$ cat src/rtl/pcap_byte_deframer.sv
`default_nettype none
// ============================================================================
// Module  : pcap_byte_deframer
// Purpose : Parses a raw pcap file arriving one byte per handshake (global
//           header, then record header + payload repeated) and repacks each
//           packet payload into OUT_BYTES-wide AXI-Stream beats with
//           TKEEP/TLAST. Backpressure from the consumer propagates to the
//           byte source.
// Ports   : CLK, RST (async, active high)
//           S_TVALID/S_TREADY/S_TDATA[7:0]   pcap byte stream in
//           M_TVALID/M_TREADY/M_TDATA/M_TKEEP/M_TLAST  packed packet beats
//           M_TUSER[63:0] {ts_sec, ts_usec}  (only with PCAP_TS_OUT_EN)
//           PKT_COUNT  packets fully delivered (wraps)
//           ERR_MAGIC  sticky, bad global magic
//           ERR_LEN    sticky, incl_len above MAX_PKT_LEN
// Option  : define PCAP_TS_OUT_EN to add the M_TUSER timestamp port.
// Rev     : 1.0 - initial release
// ============================================================================
module pcap_byte_deframer #(
    parameter int OUT_BYTES   = 16,
    parameter int MAX_PKT_LEN = 16384,
    parameter int CNT_W       = 32
) (
    input  logic                   CLK,
    input  logic                   RST,
    input  logic                   S_TVALID,
    output logic                   S_TREADY,
    input  logic [7:0]             S_TDATA,
    output logic                   M_TVALID,
    input  logic                   M_TREADY,
    output logic [8*OUT_BYTES-1:0] M_TDATA,
    output logic [OUT_BYTES-1:0]   M_TKEEP,
    output logic                   M_TLAST,
`ifdef PCAP_TS_OUT_EN
    output logic [63:0]            M_TUSER,
`endif
    output logic [CNT_W-1:0]       PKT_COUNT,
    output logic                   ERR_MAGIC,
    output logic                   ERR_LEN
);

    localparam int c_FILL_W = (OUT_BYTES > 1) ? $clog2(OUT_BYTES) : 1;
    localparam int c_REM_W  = $clog2(MAX_PKT_LEN + 1);

    localparam logic [c_FILL_W-1:0] c_LAST_LANE = c_FILL_W'(OUT_BYTES - 1);
    localparam logic [c_FILL_W-1:0] c_FILL_ONE  = c_FILL_W'(1);
    localparam logic [c_REM_W-1:0]  c_REM_ONE   = c_REM_W'(1);
    localparam logic [CNT_W-1:0]    c_CNT_ONE   = CNT_W'(1);

    localparam logic [1:0] c_GHDR = 2'd0;
    localparam logic [1:0] c_RHDR = 2'd1;
    localparam logic [1:0] c_DATA = 2'd2;
    localparam logic [1:0] c_HALT = 2'd3;

    logic [1:0]             r_state;
    logic [4:0]             r_hdr_cnt;
    logic                   r_le;
    logic [31:0]            r_shift;
    logic [31:0]            r_incl;
    logic [c_REM_W-1:0]     r_remain;
    logic [c_FILL_W-1:0]    r_fill;
    logic [8*OUT_BYTES-1:0] r_asm;
    logic                   r_m_valid;
    logic [8*OUT_BYTES-1:0] r_m_data;
    logic [OUT_BYTES-1:0]   r_m_keep;
    logic                   r_m_last;
    logic [CNT_W-1:0]       r_pkt_count;
    logic                   r_err_magic;
    logic                   r_err_len;
`ifdef PCAP_TS_OUT_EN
    logic [31:0]            r_ts_sec;
    logic [31:0]            r_ts_usec;
    logic [63:0]            r_m_user;
`endif

    logic                   w_in_fire;
    logic                   w_out_fire;
    logic                   w_last;
    logic                   w_complete;
    logic [31:0]            w_shift_be;
    logic [31:0]            w_shift_le;
    logic [31:0]            w_shift_next;
    logic                   w_magic_le;
    logic                   w_magic_be;
    logic [8*OUT_BYTES-1:0] w_asm_next;
    logic [OUT_BYTES-1:0]   w_keep_next;

    assign w_in_fire  = S_TVALID && S_TREADY;
    assign w_out_fire = r_m_valid && M_TREADY;
    assign w_last     = (r_remain == c_REM_ONE);
    assign w_complete = (r_fill == c_LAST_LANE) || w_last;

    // Fields are assembled in a shift register: big-endian shifts bytes in
    // from the bottom, little-endian from the top, so after four bytes the
    // register holds the decoded value either way.
    assign w_shift_be   = {r_shift[23:0], S_TDATA};
    assign w_shift_le   = {S_TDATA, r_shift[31:8]};
    assign w_shift_next = r_le ? w_shift_le : w_shift_be;

    // Magic compared in file byte order (both micro- and nanosecond forms).
    assign w_magic_le = (w_shift_be == 32'hD4C3_B2A1) || (w_shift_be == 32'h4D3C_B2A1);
    assign w_magic_be = (w_shift_be == 32'hA1B2_C3D4) || (w_shift_be == 32'hA1B2_3C4D);

    // Only a word-completing byte needs the output register, so the source
    // is stalled just when that byte would overwrite an unaccepted beat.
    assign S_TREADY = (r_state != c_DATA) || !(w_complete && r_m_valid && !M_TREADY);

    always_comb begin
        w_asm_next  = r_asm;
        w_keep_next = '0;
        for (int i = 0; i < OUT_BYTES; i++) begin
            if (r_fill == c_FILL_W'(i)) begin
                w_asm_next[8*i +: 8] = S_TDATA;
            end
            w_keep_next[i] = (c_FILL_W'(i) <= r_fill);
        end
    end

    always_ff @(posedge CLK or posedge RST) begin
        if (RST) begin
            r_state     <= c_GHDR;
            r_hdr_cnt   <= '0;
            r_le        <= 1'b1;
            r_shift     <= '0;
            r_incl      <= '0;
            r_remain    <= '0;
            r_fill      <= '0;
            r_asm       <= '0;
            r_m_valid   <= 1'b0;
            r_m_data    <= '0;
            r_m_keep    <= '0;
            r_m_last    <= 1'b0;
            r_pkt_count <= '0;
            r_err_magic <= 1'b0;
            r_err_len   <= 1'b0;
`ifdef PCAP_TS_OUT_EN
            r_ts_sec    <= '0;
            r_ts_usec   <= '0;
            r_m_user    <= '0;
`endif
        end else begin
            if (w_out_fire) begin
                r_m_valid <= 1'b0;
                if (r_m_last) begin
                    r_pkt_count <= r_pkt_count + c_CNT_ONE;
                end
            end

            if (w_in_fire) begin
                case (r_state)
                    c_GHDR: begin
                        r_shift   <= w_shift_be;
                        r_hdr_cnt <= r_hdr_cnt + 5'd1;
                        if (r_hdr_cnt == 5'd3) begin
                            if (w_magic_le) begin
                                r_le <= 1'b1;
                            end else if (w_magic_be) begin
                                r_le <= 1'b0;
                            end else begin
                                r_err_magic <= 1'b1;
                                r_state     <= c_HALT;
                            end
                        end
                        if (r_hdr_cnt == 5'd23) begin
                            r_hdr_cnt <= '0;
                            r_state   <= c_RHDR;
                        end
                    end

                    c_RHDR: begin
                        r_shift   <= w_shift_next;
                        r_hdr_cnt <= r_hdr_cnt + 5'd1;
`ifdef PCAP_TS_OUT_EN
                        if (r_hdr_cnt == 5'd3) begin
                            r_ts_sec <= w_shift_next;
                        end
                        if (r_hdr_cnt == 5'd7) begin
                            r_ts_usec <= w_shift_next;
                        end
`endif
                        if (r_hdr_cnt == 5'd11) begin
                            r_incl <= w_shift_next;
                        end
                        if (r_hdr_cnt == 5'd15) begin
                            r_hdr_cnt <= '0;
                            // Zero-length records are skipped silently.
                            if (r_incl > 32'(MAX_PKT_LEN)) begin
                                r_err_len <= 1'b1;
                                r_state   <= c_HALT;
                            end else if (r_incl != 32'd0) begin
                                r_remain <= r_incl[c_REM_W-1:0];
                                r_fill   <= '0;
                                r_asm    <= '0;
                                r_state  <= c_DATA;
                            end
                        end
                    end

                    c_DATA: begin
                        r_remain <= r_remain - c_REM_ONE;
                        if (w_complete) begin
                            // Lanes above fill are still zero from the last clear.
                            r_m_valid <= 1'b1;
                            r_m_data  <= w_asm_next;
                            r_m_keep  <= w_keep_next;
                            r_m_last  <= w_last;
`ifdef PCAP_TS_OUT_EN
                            r_m_user  <= {r_ts_sec, r_ts_usec};
`endif
                            r_fill    <= '0;
                            r_asm     <= '0;
                        end else begin
                            r_asm  <= w_asm_next;
                            r_fill <= r_fill + c_FILL_ONE;
                        end
                        if (w_last) begin
                            r_state <= c_RHDR;
                        end
                    end

                    default: begin
                        // HALT: input is swallowed until reset.
                    end
                endcase
            end
        end
    end

    assign M_TVALID  = r_m_valid;
    assign M_TDATA   = r_m_data;
    assign M_TKEEP   = r_m_keep;
    assign M_TLAST   = r_m_last;
    assign PKT_COUNT = r_pkt_count;
    assign ERR_MAGIC = r_err_magic;
    assign ERR_LEN   = r_err_len;
`ifdef PCAP_TS_OUT_EN
    assign M_TUSER   = r_m_user;
`endif

endmodule
`default_nettype wire

$ cat config.mk
export PLATFORM = sky130hd
export DESIGN_NAME = pcap_byte_deframer
export DESIGN_NICKNAME = d
export VERILOG_FILES = /design/src/rtl/pcap_byte_deframer.sv
export SDC_FILE = /design/constraint.sdc
export NUM_CORES = 1
export LEC_CHECK = 0
export CAP_MARGIN = 30
export CORE_UTILIZATION = 60
export DETAILED_ROUTE_END_ITERATION = 10
export PLACE_DENSITY = 0.84
export SLEW_MARGIN = 20
export SYNTH_ARGS = -nofsm -noshare
export SYNTH_HDL_FRONTEND = slang
export SYNTH_SLANG_ARGS = --single-unit
$ cat constraint.sdc
create_clock -name CLK -period 20.9 [get_ports CLK]
set_clock_uncertainty 0.1 [all_clocks]
set_input_delay 4.18 -clock CLK [delete_from_list [all_inputs] [get_ports CLK]]
set_output_delay 4.18 -clock CLK [all_outputs]
set_load 0.005 [all_outputs]
==> results of run 1 <==
[stage by stage]
step / total power, mW / cells / hold slack, ns
2_1_floorplan: 1.59 / 1685 / 0.351
3_3_place_gp: 1.90 / 2165 / 0.347
3_5_place_dp: 1.94 / 2166 / 0.348
4_1_cts: 2.70 / 2239 / 0.382
5_1_grt: 2.85 / 2244 / 0.399
6_report: 2.71 / 2244 / 0.382
[report_power, final]
part / internal, mW / total [mW] / switching (mW)
registers: 0.951 / 1.12 / 0.173
clock network: 0.452 / 0.752 / 0.300
logic: 0.357 / 0.834 / 0.477
[per-layer routing]
layer,wire (µm),part of all wire (%),GRT usage (%)
met1,20000,41,44.4
met2,22800,47,49.2
met3,4110,8.5,5.81
met4,1620,3.3,11.5
met5,0,0,0
[critical path, delay by kind of cell]
family	cells	cell delay (ns)
buf+inv	2	1.07
simple gates	1	0.14
[cell families after synthesis]
family,Yosys count,synth area share [%]
flip-flops,399,54.8
multiplexers,179,9.85
buffers and inverters,141,3.55
adder cells (fa/ha/maj),12,0.825
AO/OA/AOI/OAI,422,16.5
AND/OR/NAND/NOR,500,12.9
XOR/XNOR,32,1.54
[cells in the mapped netlist (7+ instances only)]
| cell | instances |
|---|---|
| a21oi_1 | 49 |
| a22o_1 | 11 |
| a31oi_1 | 32 |
| and2_1 | 11 |
| and3_1 | 13 |
| buf_2 | 30 |
| buf_4 | 13 |
| clkbuf_1 | 71 |
| dfrtp_1 | 398 |
| ha_1 | 12 |
| inv_1 | 19 |
| mux2i_1 | 177 |
| nand2_1 | 255 |
| nand3_1 | 44 |
| nand4_1 | 17 |
| nor2_1 | 84 |
| nor2b_1 | 7 |
| nor3_1 | 12 |
| nor4bb_1 | 7 |
| o211ai_2 | 9 |
| o21ai_0 | 168 |
| o22ai_1 | 7 |
| o2bb2ai_1 | 81 |
| o2bb2ai_2 | 32 |
| or3_1 | 8 |
| xnor2_1 | 22 |
| xor2_1 | 10 |
[layout make-up]
cell class / count / area share [%]
tap: 390 / 2.24
clock inverter: 12 / 0.696
clock buffer: 61 / 5.76
sequential: 399 / 45.9
multi-input combinational: 1145 / 35.0
inverter: 19 / 0.362
timing repair buffer: 218 / 10.0
[flip-flops by register name, summed over array words and instances, names as in the netlist]
| register | flops |
|---|---|
| r_hdr_cnt | 5 |
| r_shift | 32 |
| M_TLAST | 1 |
| M_TKEEP | 16 |
| r_asm | 128 |
| r_incl | 32 |
| r_remain | 15 |
| r_fill | 4 |
| r_state | 2 |
| ERR_MAGIC | 1 |
| M_TDATA | 128 |
| ERR_LEN | 1 |
| PKT_COUNT | 32 |
| r_le | 1 |
| M_TVALID | 1 |
[worst min-delay path by stage]
stage,slack (ns),depth (start not counted),end,from
after floorplan,0.35,1,ERR_MAGIC,ERR_MAGIC
after global placement,0.35,1,ERR_MAGIC,ERR_MAGIC
after detailed placement,0.35,1,ERR_MAGIC,ERR_MAGIC
after CTS,0.38,1,ERR_LEN,ERR_LEN
after global routing,0.40,1,PKT_COUNT[31],PKT_COUNT[31]
final,0.38,1,ERR_MAGIC,ERR_MAGIC
==> results.py, run 1 <==
metrics = {
    "outcome": {
        "status": "completed",
    },
    "logic_synthesis": {
        "async_reset_ff_share_pct": 100,
        "synth_seq_cells": 399,
        "ys_types": 64,
        "yosysTopAreaCell": "dfrtp_1",
        "synth_top_area_share_pct": 54.7,
        "ys_warn_count": 0,
        "synth_edf_count": 0,
        "seq_area_frac_synth_pct": 54.8,
        "syn-instance-count": 1685,
        "syn_area_mm2": 0.0182,
        "synth_ff_type": "dfrtp_1",
        "syn_area_per_cell_um2": 10.8,
        "synth.area.top_cells": "dfrtp_1, mux2i_1, nand2_1, o21ai_0, o2bb2ai_1",
        "syn_nets": 1709,
    },
    "sta": {
        "finalHoldViolations": 0,
        "fmax_mhz": 103,
        "setup_viol_count_final": 0,
        "fin_crit_sh_pct": 46.3,
        "period_needed_ns": 9.67,
        "drv_slew": 0,
        "rsz0062_at_grt": "no",
        "tns_ns": 0,
        "slew-limit-headroom_pct": 30.2,
        "worstMarginPinSlew_ns": 1.05,
        "fin_ws_ns": 11.23,
    },
    "finish": {
        "post-route-util_pct": 73.2,
        "fillers": 1987,
        "seqCellArea_mm2": 0.00999,
        "mostFrequentLayoutCells": "dfrtp_1, nand2_1, clkdlybuf4s50_1",
        "layout_commonest_cell": "dfrtp_1",
        "multiInputGateArea_mm2": 0.00762,
        "stdcell_area_mm2": 0.0218,
        "layout-drive-gt1-share_pct": 8.58,
        "nNetsFinal": 1848,
        "area.growth.synth_to_final_pct": 19.5,
        "insertedDiodeCount": 0,
    },
    "global_routing": {
        "grt_pass1_vias": 13956,
        "grt_usage_pct": 31.6,
        "grt-ovfl-total": 0,
        "antenna_found_initial": 0,
        "grt_max_degree": 193,
        "grt_pass1_wl_mm": 76.8,
    },
    "clock_network": {
        "cts_tree": "yes",
        "htree_levels": 2,
        "post_cts_buffers": 0,
        "clock_latency_ns": 0.53,
        "root_buffer": "clkbuf_16",
        "cts.repair.resized": 0,
        "clock-sinks": 399,
        "cts_hold_buffers": 0,
        "numCtsBuffers": 41,
        "path_clk_slew_ns": 0.05,
        "clockBufferDepth": 3,
    },
    "detailed_routing": {
        "drt_pass1_iterations": 5,
        "vias": 14121,
        "drc": 0,
        "totalWireLength_mm": 48.5,
        "final_antenna_net_count": 0,
        "vias_per_cell": 6.29,
        "dr.first_iter.drc_count": 1827,
        "wl_per_cell_um": 21.6,
    },
    "floorplan": {
        "core_mm2": 0.0297,
        "initial_utilization_pct": 61.3,
        "die-width_um": 176,
        "die_y_um": 176,
        "num_rows": 63,
        "ios": 193,
        "dieArea_mm2": 0.0310,
    },
    "placed_design": {
        "place_congestion": 0.859,
        "place_worst_setup_slack_ns": 11.23,
        "io_buffer_count": 192,
        "dp_hpwl_mm": 29.4,
        "postPlaceCellArea_mm2": 0.0203,
    },
    "critical_path": {
        "crit_path_start_kind": "input port",
        "slowest_delay_ns": 0.56,
        "crit_top_cell": "clkdlybuf4s50_1",
        "worstSetupStartpoint": "M_TREADY",
        "worstSetupPathType": "input port to output port",
        "worstPathCellList": "clkdlybuf4s50_1 -> nand4b_1 -> clkdlybuf4s50_1",
        "ff2ff_path_depth": 7,
        "arrival_ns": 5.39,
        "worstSetupEndpoint": "S_TREADY",
        "cp_data_required_time_ns": 16.62,
        "reg2reg_slack_ns": 16.12,
        "cp_max_fo": 5,
        "r2r-end": "M_TDATA[68]",
        "worstSetupEndpointType": "output port",
        "r2r-start": "r_fill[0]",
        "cpMaxStageDelayCell": "clkdlybuf4s50_1",
    },
    "job": {
        "maxCapViolCount": 0,
    },
    "power": {
        "power.density_mw_per_mm2": 125,
        "irDropWorstVdd_mv": 0.0693,
        "p_leak_nw": 9.55,
    },
    "worst_hold_path": {
        "holdCritPathClass": "register to register",
    },
}
(Power assumes the default switching activity.)
==> inputs of run 2 (changes only) <==
Settings changed: CORE_UTILIZATION 60 to 57, PLACE_DENSITY 0.84 to 0.8.
Clock period 20.9 ns to 9 ns, I/O delays scaled along.
==> run 2 against run 1 <==
Worst setup slack lost 7.1 ns. Flip-flop and latch count is the same. Hold slack lost 0.0094 ns. Register-to-register slack lost 11 ns. Final cell count grew 0.62%. Critical endpoint unchanged. Die area grew 5.2%. The flow now finishes with violations (DRC). Critical path type unchanged. Highest routed layer unchanged.
==> results.py, run 2 (synthesized netlist as in run 1, its figures left out) <==
metrics = {
    "sta": {
        "fmax_mhz": 205,
        "period_needed_ns": 4.87,
        "rsz0062_at_grt": "no",
        "tns_ns": 0,
        "worstMarginPinSlew_ns": 1.05,
        "drv_slew": 0,
        "slew-limit-headroom_pct": 29.8,
        "finalHoldViolations": 0,
        "setup_viol_count_final": 0,
        "fin_crit_sh_pct": 54.2,
    },
    "detailed_routing": {
        "drt_pass1_iterations": 8,
        "final_antenna_net_count": 0,
        "totalWireLength_mm": 48.2,
        "drc": 2,
        "highest_layer": "met4",
        "drt-met1-wl_mm": 20.7,
        "wl_per_cell_um": 21.3,
        "vias_per_cell": 6.24,
        "dr_wl_met3_mm": 3.13,
        "vias": 14097,
        "route.met2.wl_mm": 22.7,
        "dr.first_iter.drc_count": 1458,
    },
    "floorplan": {
        "initial_utilization_pct": 57.8,
        "ios": 193,
        "num_rows": 65,
        "die_y_um": 181,
        "core_mm2": 0.0315,
        "dieArea_mm2": 0.0327,
        "die-width_um": 181,
    },
    "clock_network": {
        "clock_latency_ns": 0.54,
        "clock-sinks": 399,
        "path_clk_slew_ns": 0.06,
        "cts_tree": "yes",
        "post_cts_buffers": 0,
        "numCtsBuffers": 40,
        "htree_levels": 2,
        "clockBufferDepth": 3,
        "root_buffer": "clkbuf_16",
        "cts.repair.resized": 0,
        "cts_hold_buffers": 0,
    },
    "power": {
        "irDropWorstVdd_mv": 0.145,
        "power.density_mw_per_mm2": 288,
        "power.total_mw": 6.27,
        "p_leak_nw": 9.54,
    },
    "global_routing": {
        "grt_usage_pct": 29.7,
        "antenna_found_initial": 0,
        "grt_pass1_vias": 13725,
        "grt_pass1_wl_mm": 76.8,
        "grt-ovfl-total": 0,
        "grt_max_degree": 180,
    },
    "placed_design": {
        "dp_hpwl_mm": 29.7,
        "io_buffer_count": 192,
        "place_congestion": 0.843,
    },
    "critical_path": {
        "cp_max_fo": 5,
        "worstSetupStartpoint": "M_TREADY",
        "worstSetupPathType": "input port to output port",
        "worstSetupEndpoint": "S_TREADY",
        "r2r-end": "M_TDATA[73]",
        "arrival_ns": 2.97,
        "ff2ff_path_depth": 12,
        "worstSetupEndpointType": "output port",
        "reg2reg_slack_ns": 5.19,
        "r2r-start": "r_state[0]",
        "crit_path_start_kind": "input port",
        "cp_data_required_time_ns": 7.10,
    },
    "finish": {
        "multiInputGateArea_mm2": 0.00762,
        "mostFrequentLayoutCells": "dfrtp_1, nand2_1, clkdlybuf4s50_1",
        "fillers": 2267,
        "layout_commonest_cell": "dfrtp_1",
        "layout-drive-gt1-share_pct": 8.84,
        "insertedDiodeCount": 0,
        "nNetsFinal": 1849,
        "area.growth.synth_to_final_pct": 19.6,
        "seqCellArea_mm2": 0.00999,
    },
    "outcome": {
        "violations": "DRC",
        "status": "complete, but fails checks",
    },
    "worst_hold_path": {
        "holdCritPathClass": "register to register",
    },
    "job": {
        "maxCapViolCount": 0,
    },
}
==> run 2: changes by cell type in the layout (fill, tap and decap cells not counted), sizes merged <==
cell	before	now
bufinv	3	4
clkinv	7	15
clkinvlp	2	6
buf	26	28
inv	19	18
clkbuf	61	49
==> run 2: area by class of cell <==
class | instances | share of cell area (%)
Timing Repair Buffer | 220 | 10.2
Sequential cell | 399 | 45.9
Multi-Input combinational cell | 1145 | 35.0
Inverter | 19 | 0.345
Clock inverter | 24 | 1.15
Tap cell | 402 | 2.31
Clock buffer | 49 | 5.13
==> run 2: per-stage QoR <==
step	instance area, µm²	hold WS [ns]	util (%)	setup WS, ns	cells
2_1_floorplan	18200	0.351	-	1.73	1685
3_3_place_gp	20300	0.349	64.4	3.96	2177
3_5_place_dp	20300	0.354	64.6	4.11	2181
4_1_cts	21700	0.370	69.0	4.12	2254
5_1_grt	21800	0.401	69.2	4.10	2258
6_report	21800	0.373	69.2	4.13	2258
==> run 2: layer usage <==
layer,track usage (%),up-vias
li1,-,6338
met1,42.2,7020
met2,46.9,641
met3,4.29,98
met4,10.7,0
met5,0,-
==> run 2: how the worst min path moves through the flow <==
stage,start,endpoint,cells after the start
2_1_floorplan,ERR_MAGIC,ERR_MAGIC,1
5_1_grt,r_asm[57],r_asm[57],1
6_report,ERR_MAGIC,ERR_MAGIC,1
4_1_cts,M_TKEEP[0],M_TKEEP[0],1
3_3_place_gp,M_TKEEP[0],M_TKEEP[0],1
3_5_place_dp,M_TKEEP[0],M_TKEEP[0],1
==> run 2: power by group <==
| group | total, mW | internal, mW | switching [mW] | leakage, nW |
|---|---|---|---|---|
| clock | 1.72 | 1.01 | 0.713 | 0.669 |
| sequential | 2.61 | 2.21 | 0.402 | 5.41 |
| combinational | 1.95 | 0.831 | 1.11 | 3.46 |
==> run 2: critical path, cell delays in order <==
cell and delay, ns:
clkdlybuf4s50_1 0.54, nand4b_1 0.13, clkdlybuf4s50_1 0.50
